<file path="config.mk">
export PLATFORM = sky130hd
export DESIGN_NAME = control_unit
export DESIGN_NICKNAME = d
export VERILOG_FILES = /design/src/rtl/picomips_pkg.sv /design/src/rtl/control_unit_sync2.sv /design/src/rtl/control_unit.sv
export SDC_FILE = /design/constraint.sdc
export NUM_CORES = 1
export LEC_CHECK = 0
export CORE_ASPECT_RATIO = 0.6
export CORE_MARGIN = 4
export CORE_UTILIZATION = 48
export DETAILED_ROUTE_END_ITERATION = 6
export PLACE_DENSITY = 0.92
export SLEW_MARGIN = 20
export SYNTH_ARGS = -nofsm -noshare
export SYNTH_HDL_FRONTEND = slang
export SYNTH_HIERARCHICAL = 1
export SYNTH_SLANG_ARGS = --single-unit
</file>
<file path="constraint.sdc">
create_clock -name Clock -period 2.89 [get_ports Clock]
set_input_delay 0.289 -clock Clock [delete_from_list [all_inputs] [get_ports Clock]]
set_output_delay 0.289 -clock Clock [all_outputs]
set_load 0.005 [all_outputs]
</file>
<file path="src/rtl/picomips_pkg.sv">
// picoMips shared types: opcodes, sequencer states
// and the per-opcode control bundle decode.
package picomips_pkg;

  localparam int INSTR_W = 12;

  typedef enum logic [3:0] {
    OP_NOP   = 4'h0,
    OP_LDI   = 4'h1,
    OP_ADDI  = 4'h2,
    OP_LDR   = 4'h3,
    OP_ADDR  = 4'h4,
    OP_MULI  = 4'h5,
    OP_LDSW  = 4'h6,
    OP_ADDSW = 4'h7,
    OP_STR   = 4'h8,
    OP_WAITH = 4'h9,
    OP_WAITL = 4'hA,
    OP_JMP   = 4'hB,
    OP_BZ    = 4'hC,
    OP_HALT  = 4'hF
  } opcode_t;

  typedef enum logic [1:0] {
    RUN   = 2'd0,
    STALL = 2'd1,
    HALT  = 2'd2
  } cu_state_t;

  typedef struct packed {
    logic we;
    logic selsw;
    logic selimm;
    logic usemul;
    logic useacc;
    logic regwe;
  } ctrl_t;

  function automatic ctrl_t decode(
    input logic [3:0] op
  );
    ctrl_t c;
    c = '0;
    unique case (op)
      OP_LDI:   c = 6'b101000;
      OP_ADDI:  c = 6'b101010;
      OP_LDR:   c = 6'b100000;
      OP_ADDR:  c = 6'b100010;
      OP_MULI:  c = 6'b101110;
      OP_LDSW:  c = 6'b110000;
      OP_ADDSW: c = 6'b110010;
      OP_STR:   c = 6'b000001;
      default:  c = '0;
    endcase
    return c;
  endfunction

endpackage

</file>
<file path="src/rtl/control_unit_sync2.sv">
// Two-flop synchroniser for the asynchronous
// Ready button, cleared by synchronous reset.
module sync2 (
  input  logic Clock,
  input  logic nReset,
  input  logic d,
  output logic q
);

  logic meta;

  always_ff @(posedge Clock) begin
    if (!nReset) begin
      meta <= 1'b0;
      q    <= 1'b0;
    end else begin
      meta <= d;
      q    <= meta;
    end
  end

endmodule

</file>
<file path="src/rtl/control_unit.sv">
// picoMips decoder/sequencer: PC, RUN/STALL/HALT
// control and combinational instruction decode.
module control_unit
  import picomips_pkg::*;
#(
  parameter int PC_WIDTH = 8
) (
  input  logic                Clock,
  input  logic                nReset,
  input  logic [INSTR_W-1:0]  Instr,
  input  logic [7:0]          ACC,
  input  logic                Ready,
  output logic [PC_WIDTH-1:0] PC,
  output logic [7:0]          Imm,
  output logic                WE,
  output logic                SelSW,
  output logic                SelImm,
  output logic                UseMul,
  output logic                UseACC,
  output logic [2:0]          RegAddr,
  output logic                RegWE,
  output logic                Halted,
  output logic                Stalled
);

  cu_state_t           state_q;
  cu_state_t           state_d;
  logic [PC_WIDTH-1:0] pc_q;
  logic [PC_WIDTH-1:0] pc_d;
  logic [PC_WIDTH-1:0] pc_inc;
  logic [PC_WIDTH-1:0] target;
  logic [3:0]          op;
  logic                rdy;
  logic                wait_met;
  logic                is_wait;
  logic                en;
  ctrl_t               ctrl;

  sync2 u_sync (
    .Clock  (Clock),
    .nReset (nReset),
    .d      (Ready),
    .q      (rdy)
  );

  assign op     = Instr[11:8];
  assign Imm    = Instr[7:0];
  assign pc_inc = pc_q + PC_WIDTH'(1);
  assign target = Instr[PC_WIDTH-1:0];

  assign is_wait  = (op == OP_WAITH)
                 || (op == OP_WAITL);
  assign wait_met = (op == OP_WAITH) ? rdy : !rdy;

  always_ff @(posedge Clock) begin
    if (!nReset) begin
      state_q <= RUN;
      pc_q    <= '0;
    end else begin
      state_q <= state_d;
      pc_q    <= pc_d;
    end
  end

  always_comb begin
    state_d = state_q;
    pc_d    = pc_q;
    unique case (state_q)
      RUN: begin
        if (op == OP_JMP) begin
          pc_d = target;
        end else if (op == OP_BZ) begin
          pc_d = (ACC == 8'd0) ? target : pc_inc;
        end else if (is_wait) begin
          if (wait_met) pc_d = pc_inc;
          else          state_d = STALL;
        end else if (op == OP_HALT) begin
          state_d = HALT;
        end else begin
          pc_d = pc_inc;
        end
      end
      STALL: begin
        if (wait_met) begin
          state_d = RUN;
          pc_d    = pc_inc;
        end
      end
      HALT: begin
        state_d = HALT;
      end
      default: begin
        state_d = RUN;
      end
    endcase
  end

  // Mux selects decode freely; only writes are gated.
  always_comb begin
    ctrl    = decode(op);
    en      = nReset && (state_q == RUN);
    WE      = ctrl.we && en;
    RegWE   = ctrl.regwe && en;
    SelSW   = ctrl.selsw;
    SelImm  = ctrl.selimm;
    UseMul  = ctrl.usemul;
    UseACC  = ctrl.useacc;
    RegAddr = Instr[2:0];
    Halted  = (state_q == HALT);
    Stalled = (state_q == STALL);
  end

  assign PC = pc_q;

endmodule

</file>
==> impl_metrics.ini, run 1 <==
[outcome]
status = completed

[global_route]
grt_max_degree = 16
antenna_found_initial = 0
gr-usage-met1 = 0.3260
grt_busiest_layer = met2
grt_pass1_wl_microns = 6810
grtUsageTotal = 0.2377
overflow = 0
met2_usage = 0.3424
first_global_vias = 1451
grt.met3_usage = 0.09091

[sta]
fin_crit_sh = 0.8853
rsz0062_at_grt = no
slew_violations = 0
setup_ws_ns = 0.3316
skew_ns = 0.003644
setup_viol = 0
slew_headroom = 0.6029
setup_tns_ns = 0
fmax_ghz = 0.3909
hold_viol = 0
holdWs_ns = 0.4295
period_minus_slack_ns = 2.558
worstMarginPinSlew_ns = 0.5948

[clocking]
cts_buffers = 3
clk_pin_slew_ns = 0.06
postCtsHoldBufs = 0
post_cts_buffers = 0
htreeDepth = 1
cts_tree = built
post_cts_resized = 0
clock_path_buffers = 2
clkSinkCount = 12
root_buffer = clkbuf_8
clk_latency_ns = 0.25

[min_path]
hp-class = flip-flop to flip-flop

[power]
peakVddDrop_mv = 0.1868
internal_power_uw = 412.5
p_switching_uw = 189.3
netSwitchingFraction = 0.3145
combPwrFrac = 0.343
clock_power_share = 0.320
p_leak_nw = 0.6981
p_per_area_nw_per_um2 = 333.5
power_frac_seq = 0.338

[worst_setup_path]
cp_slowest_cell = clkdlybuf4s50_1
start_kind = input port
arrival_ns = 2.27
critPathMostFrequentCell = clkdlybuf4s50_1
crit_required_ns = 2.60
end_kind = output port
path_delay_family = buffers and inverters
crit_fanout = 13
slowest_delay_ns = 0.77
crit_type = input port to output port
path_buf_inv = 3
cp_cell_sequence = clkdlybuf4s50_1, inv_1, a2111oi_0, clkdlybuf4s50_1

[floorplan]
rows = 14
fp.dieW_microns = 75.73
dieArea_sq_um = 3684
die-height_microns = 48.64
start_util = 0.5166
core_sq_um = 2557
num_io_pins = 50

[detailed_routing]
drt_iter0_drc = 207
wl_microns = 4209
first_pass_iters = 5
vias = 1593
via_per_inst = 6.372
wire_per_inst_microns = 16.84
post-route-drc-count = 0
antenna_left = 0

[yosys]
ys_top_cells_by_count = nand2_1 (18), nor2_1 (14), o21ai_0 (14)
async_flop_share = 0
synth-seq-cells = 12
synth_fp_nets = 209
synth_area_leader_cell = dfxtp_1
yosys_warnings = 6
netlist.area_leader.share = 0.1818
synth_most_common_cell = nand2_1
ys_seq_area_frac = 0.1818
ys.flop_type = dfxtp_1
synth_edf_count = 0
synth_area_sq_um = 1321
synthCells = 180
synth_cell_types = 50
avgSynthCellArea_sq_um = 7.340
ys_top_cells_by_area = dfxtp_1 (18%), buf_4 (6.8%), ha_1 (5.7%)

[layout]
num-fill-cells = 213
drive_gt1_frac = 0.05046
fin_nets = 248
diodes = 0
area_growth_pct = 36.55

[place]
pre_cts_slack_ns = 0.2594
place_congestion = 0.9429
io_buffers = 49
dpl.hpwl_microns = 3065

[job]
maxCapViolations = 0
## path summary, 6_finish.rpt
check,start,cells past startpoint,slack [ns],endpoint
max,Instr[10],4,0.33,WE
min,u_sync/meta$_SDFF_PN0_,1,0.43,u_sync/q$_SDFF_PN0_
max reg2reg,PC[2]$_SDFFE_PN0P_,6,0.78,PC[7]$_SDFFE_PN0P_
min reg2reg,u_sync/meta$_SDFF_PN0_,1,0.43,u_sync/q$_SDFF_PN0_
## stage by stage
| step | util | instance area (sq um) | std cells | power (mW) |
|---|---|---|---|---|
| floorplan | - | 1321 | 180 | 0.3106 |
| global placement | 0.6840 | 1749 | 246 | 0.4015 |
| detailed placement | 0.6840 | 1749 | 246 | 0.4054 |
| CTS | 0.7055 | 1804 | 250 | 0.6005 |
| global route | 0.7055 | 1804 | 250 | 0.6331 |
| finish | 0.7055 | 1804 | 250 | 0.6018 |
## layout by cell type, fill, tap and decap left out, types with 3 or more instances in the layout
master and count:
nand2b_1 5, nand3_1 4, a211oi_1 5, mux2i_1 3, clkdlybuf4s50_1 49, o21ai_0 14, a21o_1 3, buf_4 3
a21oi_1 8, a221oi_1 3, nor2_1 14, nand4_1 4, dfxtp_1 12, ha_1 6, inv_1 9, clkbuf_8 4
xnor2_1 4, nand2_1 18, and2_1 5, nor3_1 7
## sequential cells by signal, summed over array words and instances, names as in the netlist
register     cells
PC               8
state_q          2
u_sync/meta      1
u_sync/q         1
## cell families (layout without fill, tap and decap cells)
group	count (synthesis)	in the layout	synth area share
muxes	4	4	0.03125
and+or+nand+nor	71	71	0.2765
AOI/OAI and AO/OA	54	54	0.2879
buffers and inverters	27	65	0.1203
adders and majority gates	6	6	0.05682
DFF	12	12	0.1818
xor gates and xnor gates	6	6	0.04546
## area by class of cell
cell class / instances / area, sq um / area share
clock buffer: 4 / 55.05 / 0.03051
inverter: 9 / 33.78 / 0.01872
multi-input combinational: 141 / 922.1 / 0.5111
sequential: 12 / 240.2 / 0.1331
tap: 32 / 40.04 / 0.02219
timing repair buffer: 52 / 513.0 / 0.2843
## per-layer routing
| metal | routed length [microns] | up-vias |
|---|---|---|
| li1 | - | 735 |
| met1 | 1720 | 714 |
| met5 | 0 | - |
| met2 | 1785 | 123 |
| met4 | 87 | 0 |
| met3 | 616 | 21 |
## power by group through the flow
stage               clock network, mW  logic (mW)  registers, mW
detailed placement                  0       0.200          0.205
global route                    0.203       0.224          0.206
floorplan                           0       0.114          0.197
global placement                    0       0.197          0.205
finish                          0.192       0.206          0.203
CTS                             0.195       0.204          0.202
Power figures use the tool's default switching activity.
==> run 2: changes to the inputs <==
--- a/config.mk
+++ b/config.mk
@@ -5,13 +5,15 @@
 export SDC_FILE = /design/constraint.sdc
 export NUM_CORES = 1
 export LEC_CHECK = 0
+export CAP_MARGIN = 20
 export CORE_ASPECT_RATIO = 0.6
 export CORE_MARGIN = 4
 export CORE_UTILIZATION = 48
 export DETAILED_ROUTE_END_ITERATION = 6
-export PLACE_DENSITY = 0.92
+export PLACE_DENSITY = 0.86
 export SLEW_MARGIN = 20
 export SYNTH_ARGS = -nofsm -noshare
 export SYNTH_HDL_FRONTEND = slang
 export SYNTH_HIERARCHICAL = 1
 export SYNTH_SLANG_ARGS = --single-unit
+export TNS_END_PERCENT = 5
==> impl_metrics.ini, run 2 (same netlist as run 1, synthesis figures left out) <==
[detailed_routing]
drt_iter0_drc = 250
wl_microns = 4216
post-route-drc-count = 2
first_pass_iters = 7
antenna_left = 0
wire_per_inst_microns = 16.80
via_per_inst = 6.219
vias = 1561

[floorplan]
core_sq_um = 2557
rows = 14
fp.dieW_microns = 75.73
start_util = 0.5166
dieArea_sq_um = 3684
die-height_microns = 48.64
num_io_pins = 50

[power]
p_switching_uw = 189.3
total_power_uw = 602.2
peakVddDrop_mv = 0.2095
p_leak_nw = 0.7024
clock_power_share = 0.325
p_per_area_nw_per_um2 = 332.4
netSwitchingFraction = 0.3143
internal_power_uw = 412.9
combPwrFrac = 0.339
power_frac_seq = 0.336

[global_route]
grt_busiest_layer = met1
antenna_found_initial = 0
grt_max_degree = 16
grtUsageTotal = 0.2275
gr-usage-met1 = 0.3403
first_global_vias = 1331
grt_pass1_wl_microns = 6527
met2_usage = 0.3295
grt.met3_usage = 0.05992
overflow = 0

[clocking]
post_cts_resized = 0
clk_pin_slew_ns = 0.06
cts_buffers = 3
clkSinkCount = 12
cts_tree = built
postCtsHoldBufs = 0
htreeDepth = 1
root_buffer = clkbuf_8
clk_latency_ns = 0.25
post_cts_buffers = 0
clock_path_buffers = 2

[outcome]
status = complete, but fails checks
violations = design-rule violations

[worst_setup_path]
end_kind = output port
critPathMostFrequentCell = clkdlybuf4s50_1
cp-startpoint = Instr[10]
arrival_ns = 2.36
r2r_cells = 6
crit_fanout = 13
crit_path_end = WE
rr_startpoint = PC[0]$_SDFFE_PN0P_
cp_slowest_cell = clkdlybuf4s50_1
crit_required_ns = 2.60
slowest_delay_ns = 0.73
path_depth = 4
path_buf_inv = 3
rrSetupSlack_ns = 0.75
r2r_end = PC[6]$_SDFFE_PN0P_
cp_cell_sequence = clkdlybuf4s50_1, inv_1, a2111oi_0, clkdlybuf4s50_1
path_delay_family = buffers and inverters
crit_type = input port to output port
start_kind = input port

[layout]
area_growth_pct = 37.12
largest_reg_flops = 8
diodes = 0
final_common_cell = clkdlybuf4s50_1
layout_common_cells = clkdlybuf4s50_1 (49), nand2_1 (18), nor2_1 (14), o21ai_0 (14), dfxtp_1 (12)
fin_nets = 249
drive_gt1_frac = 0.05479
ff_latch_area_sq_um = 240.2
fin_util = 0.7084
num-fill-cells = 189
instances_no_fill = 251
fin_area_sq_um = 1812
multi_input_comb_area_sq_um = 922.1

[place]
io_buffers = 49
dpl.hpwl_microns = 3188
place_congestion = 0.9573
dpl-instance-area_sq_um = 1757
pre_cts_slack_ns = 0.2285
dp.cells = 247

[sta]
skew_ns = 0.008130
setup_tns_ns = 0
worstMarginPinSlew_ns = 0.6380
holdWs_ns = 0.4293
period_minus_slack_ns = 2.646
fin_crit_sh = 0.9154
slew_violations = 0
fmax_ghz = 0.3780
slew_headroom = 0.5741
setup_viol = 0
setup_ws_ns = 0.2445
rsz0062_at_grt = no
hold_viol = 0

[job]
maxCapViolations = 0

[min_path]
hp-class = flip-flop to flip-flop
-- run 2: changes by cell type in the layout (fill, tap and decap cells not counted) --
cell	before	now
buf_4	3	4
-- run 2: metal layers --
metal | up-vias | wire [microns]
li1 | 736 | -
met1 | 697 | 1836
met2 | 114 | 1697
met3 | 14 | 617
met4 | 0 | 64
met5 | - | 0
-- run 2: how the worst min path moves through the flow --
stage	endpoint	slack (ns)	from	depth (start not counted)
2_1_floorplan	u_sync/q$_SDFF_PN0_	0.41	u_sync/meta$_SDFF_PN0_	1
3_3_place_gp	u_sync/q$_SDFF_PN0_	0.41	u_sync/meta$_SDFF_PN0_	1
3_5_place_dp	u_sync/q$_SDFF_PN0_	0.42	u_sync/meta$_SDFF_PN0_	1
4_1_cts	u_sync/q$_SDFF_PN0_	0.43	u_sync/meta$_SDFF_PN0_	1
5_1_grt	u_sync/q$_SDFF_PN0_	0.47	u_sync/meta$_SDFF_PN0_	1
6_report	u_sync/q$_SDFF_PN0_	0.43	u_sync/meta$_SDFF_PN0_	1
-- run 2: area by class of cell --
| class | count | area share |
|---|---|---|
| inverters | 9 | 0.01865 |
| well taps | 32 | 0.02210 |
| multi-input cells | 141 | 0.5090 |
| repair buffers | 53 | 0.2873 |
| flip-flops and latches | 12 | 0.1326 |
| clock buffers | 4 | 0.03039 |
-- run 2: power groups by stage --
| stage | Sequential [mW] | Combinational [mW] | Clock (mW) |
|---|---|---|---|
| after CTS | 0.202 | 0.202 | 0.195 |
| after floorplan | 0.197 | 0.114 | 0 |
| after global placement | 0.204 | 0.196 | 0 |
| after global routing | 0.206 | 0.220 | 0.206 |
| final | 0.203 | 0.204 | 0.195 |
| after detailed placement | 0.205 | 0.200 | 0 |
==> run 3: changes to the inputs <==
--- a/config.mk
+++ b/config.mk
@@ -6,7 +6,7 @@
 export NUM_CORES = 1
 export LEC_CHECK = 0
 export CAP_MARGIN = 20
-export CORE_ASPECT_RATIO = 0.6
+export CORE_ASPECT_RATIO = 1.25
 export CORE_MARGIN = 4
 export CORE_UTILIZATION = 48
 export DETAILED_ROUTE_END_ITERATION = 6
==> impl_metrics.ini, run 3 (same netlist as run 1, synthesis figures left out) <==
[outcome]
status = completed

[place]
io_buffers = 49
pre_cts_slack_ns = 0.1993
dpl.hpwl_microns = 3293
dp.cells = 248
dpl-instance-area_sq_um = 1752
place_congestion = 0.9151

[min_path]
hold_depth = 1
min-delay-start = u_sync/meta$_SDFF_PN0_
hold_path_end = u_sync/q$_SDFF_PN0_
hp-class = flip-flop to flip-flop

[global_route]
grt_max_degree = 16
first_global_vias = 1509
grt_pass1_wl_microns = 6872
grt.met3_usage = 0.03356
grt_busiest_layer = met2
gr-usage-met1 = 0.2995
grtUsageTotal = 0.2518
antenna_found_initial = 0
met2_usage = 0.4364
overflow = 0

[layout]
layout_common_cells = clkdlybuf4s50_1 (49), nand2_1 (18), nor2_1 (14), o21ai_0 (14), dfxtp_1 (12)
fin_util = 0.6686
instances_no_fill = 251
fin_area_sq_um = 1774
largest_reg_flops = 8
fin_nets = 248
area_growth_pct = 34.28
final_common_cell = clkdlybuf4s50_1
drive_gt1_frac = 0.04608
num-fill-cells = 243
diodes = 0

[worst_setup_path]
slowest_delay_ns = 0.75
cp_cell_sequence = clkdlybuf4s50_1, inv_1, a2111oi_0, clkdlybuf4s50_1
crit_fanout = 13
rrSetupSlack_ns = 0.68
crit_required_ns = 2.60
r2r_cells = 6
start_kind = input port
critPathMostFrequentCell = clkdlybuf4s50_1
end_kind = output port
crit_type = input port to output port
rr_startpoint = PC[0]$_SDFFE_PN0P_
arrival_ns = 2.31
cp_slowest_cell = clkdlybuf4s50_1
r2r_end = PC[6]$_SDFFE_PN0P_

[clocking]
clock_path_buffers = 2
clkSinkCount = 12
post_cts_resized = 0
cts_buffers = 3
root_buffer = clkbuf_4
cts_tree = built
post_cts_buffers = 0
clk_latency_ns = 0.29
clk_pin_slew_ns = 0.08
htreeDepth = 1
postCtsHoldBufs = 0

[power]
total_power_uw = 521.7
p_per_area_nw_per_um2 = 294.0
internal_power_uw = 339.4
power_frac_seq = 0.390
combPwrFrac = 0.390
p_switching_uw = 182.3
clock_power_share = 0.220
netSwitchingFraction = 0.3494
peakVddDrop_mv = 0.2102
p_leak_nw = 0.6831

[floorplan]
fp.dieW_microns = 54.93
num_io_pins = 50
dieArea_sq_um = 3661
die-height_microns = 66.66
rows = 21
start_util = 0.4979
core_sq_um = 2654

[detailed_routing]
wire_per_inst_microns = 16.67
first_pass_iters = 4
wl_microns = 4183
antenna_left = 0
drt_iter0_drc = 72
via_per_inst = 6.124
vias = 1537
post-route-drc-count = 0

[sta]
fmax_ghz = 0.3854
setup_viol = 0
fin_crit_sh = 0.8979
worstMarginPinSlew_ns = 0.5714
rsz0062_at_grt = no
skew_ns = 0.002692
setup_tns_ns = 0
holdWs_ns = 0.4372
hold_viol = 0
period_minus_slack_ns = 2.595
slew_violations = 0
setup_ws_ns = 0.2951
slew_headroom = 0.6186

[job]
maxCapViolations = 0
[run 3: cell types whose count changed in the layout (fill, tap and decap cells not counted)]
| cell | delta |
|---|---|
| buf_4 | -1 |
| clkbuf_4 | +3 |
| clkbuf_8 | -4 |
[run 3: worst max-delay path, delay by kind of cell]
family          cells  cell delay, ns
buf+inv             3            1.53
compound gates      1            0.49
[run 3: cell type report]
class / count / area (sq um) / share of cell area
tap: 34 / 42.54 / 0.02398
multi-input combinational: 141 / 922.1 / 0.5197
clock buffer: 3 / 22.52 / 0.01269
sequential: 12 / 240.2 / 0.1354
inverter: 9 / 33.78 / 0.01904
timing repair buffer: 52 / 513.0 / 0.2891
[run 3: routing by layer]
layer  routed length [microns]  part of all wire
met3                       325             0.078
met5                         0                 0
met1                      1602              0.38
met4                       127             0.030
met2                      2129              0.51
[run 3: power groups by stage]
stage / clock network, mW / registers, mW / logic, mW
final: 0.115 / 0.203 / 0.204
after global routing: 0.123 / 0.206 / 0.222
after CTS: 0.115 / 0.202 / 0.202
after detailed placement: 0 / 0.206 / 0.201
after global placement: 0 / 0.205 / 0.196
after floorplan: 0 / 0.197 / 0.114
[run 3: how the worst max path moves through the flow]
| stage | start | endpoint | slack [ns] |
|---|---|---|---|
| 5_1_grt | Instr[10] | WE | 0.23 |
| 4_1_cts | Instr[10] | WE | 0.35 |
| 6_report | Instr[10] | WE | 0.30 |
| 3_5_place_dp | Instr[9] | PC[3]$_SDFFE_PN0P_ | 0.20 |
| 2_1_floorplan | Instr[9] | PC[3]$_SDFFE_PN0P_ | 1.04 |
| 3_3_place_gp | Instr[9] | PC[3]$_SDFFE_PN0P_ | 0.36 |
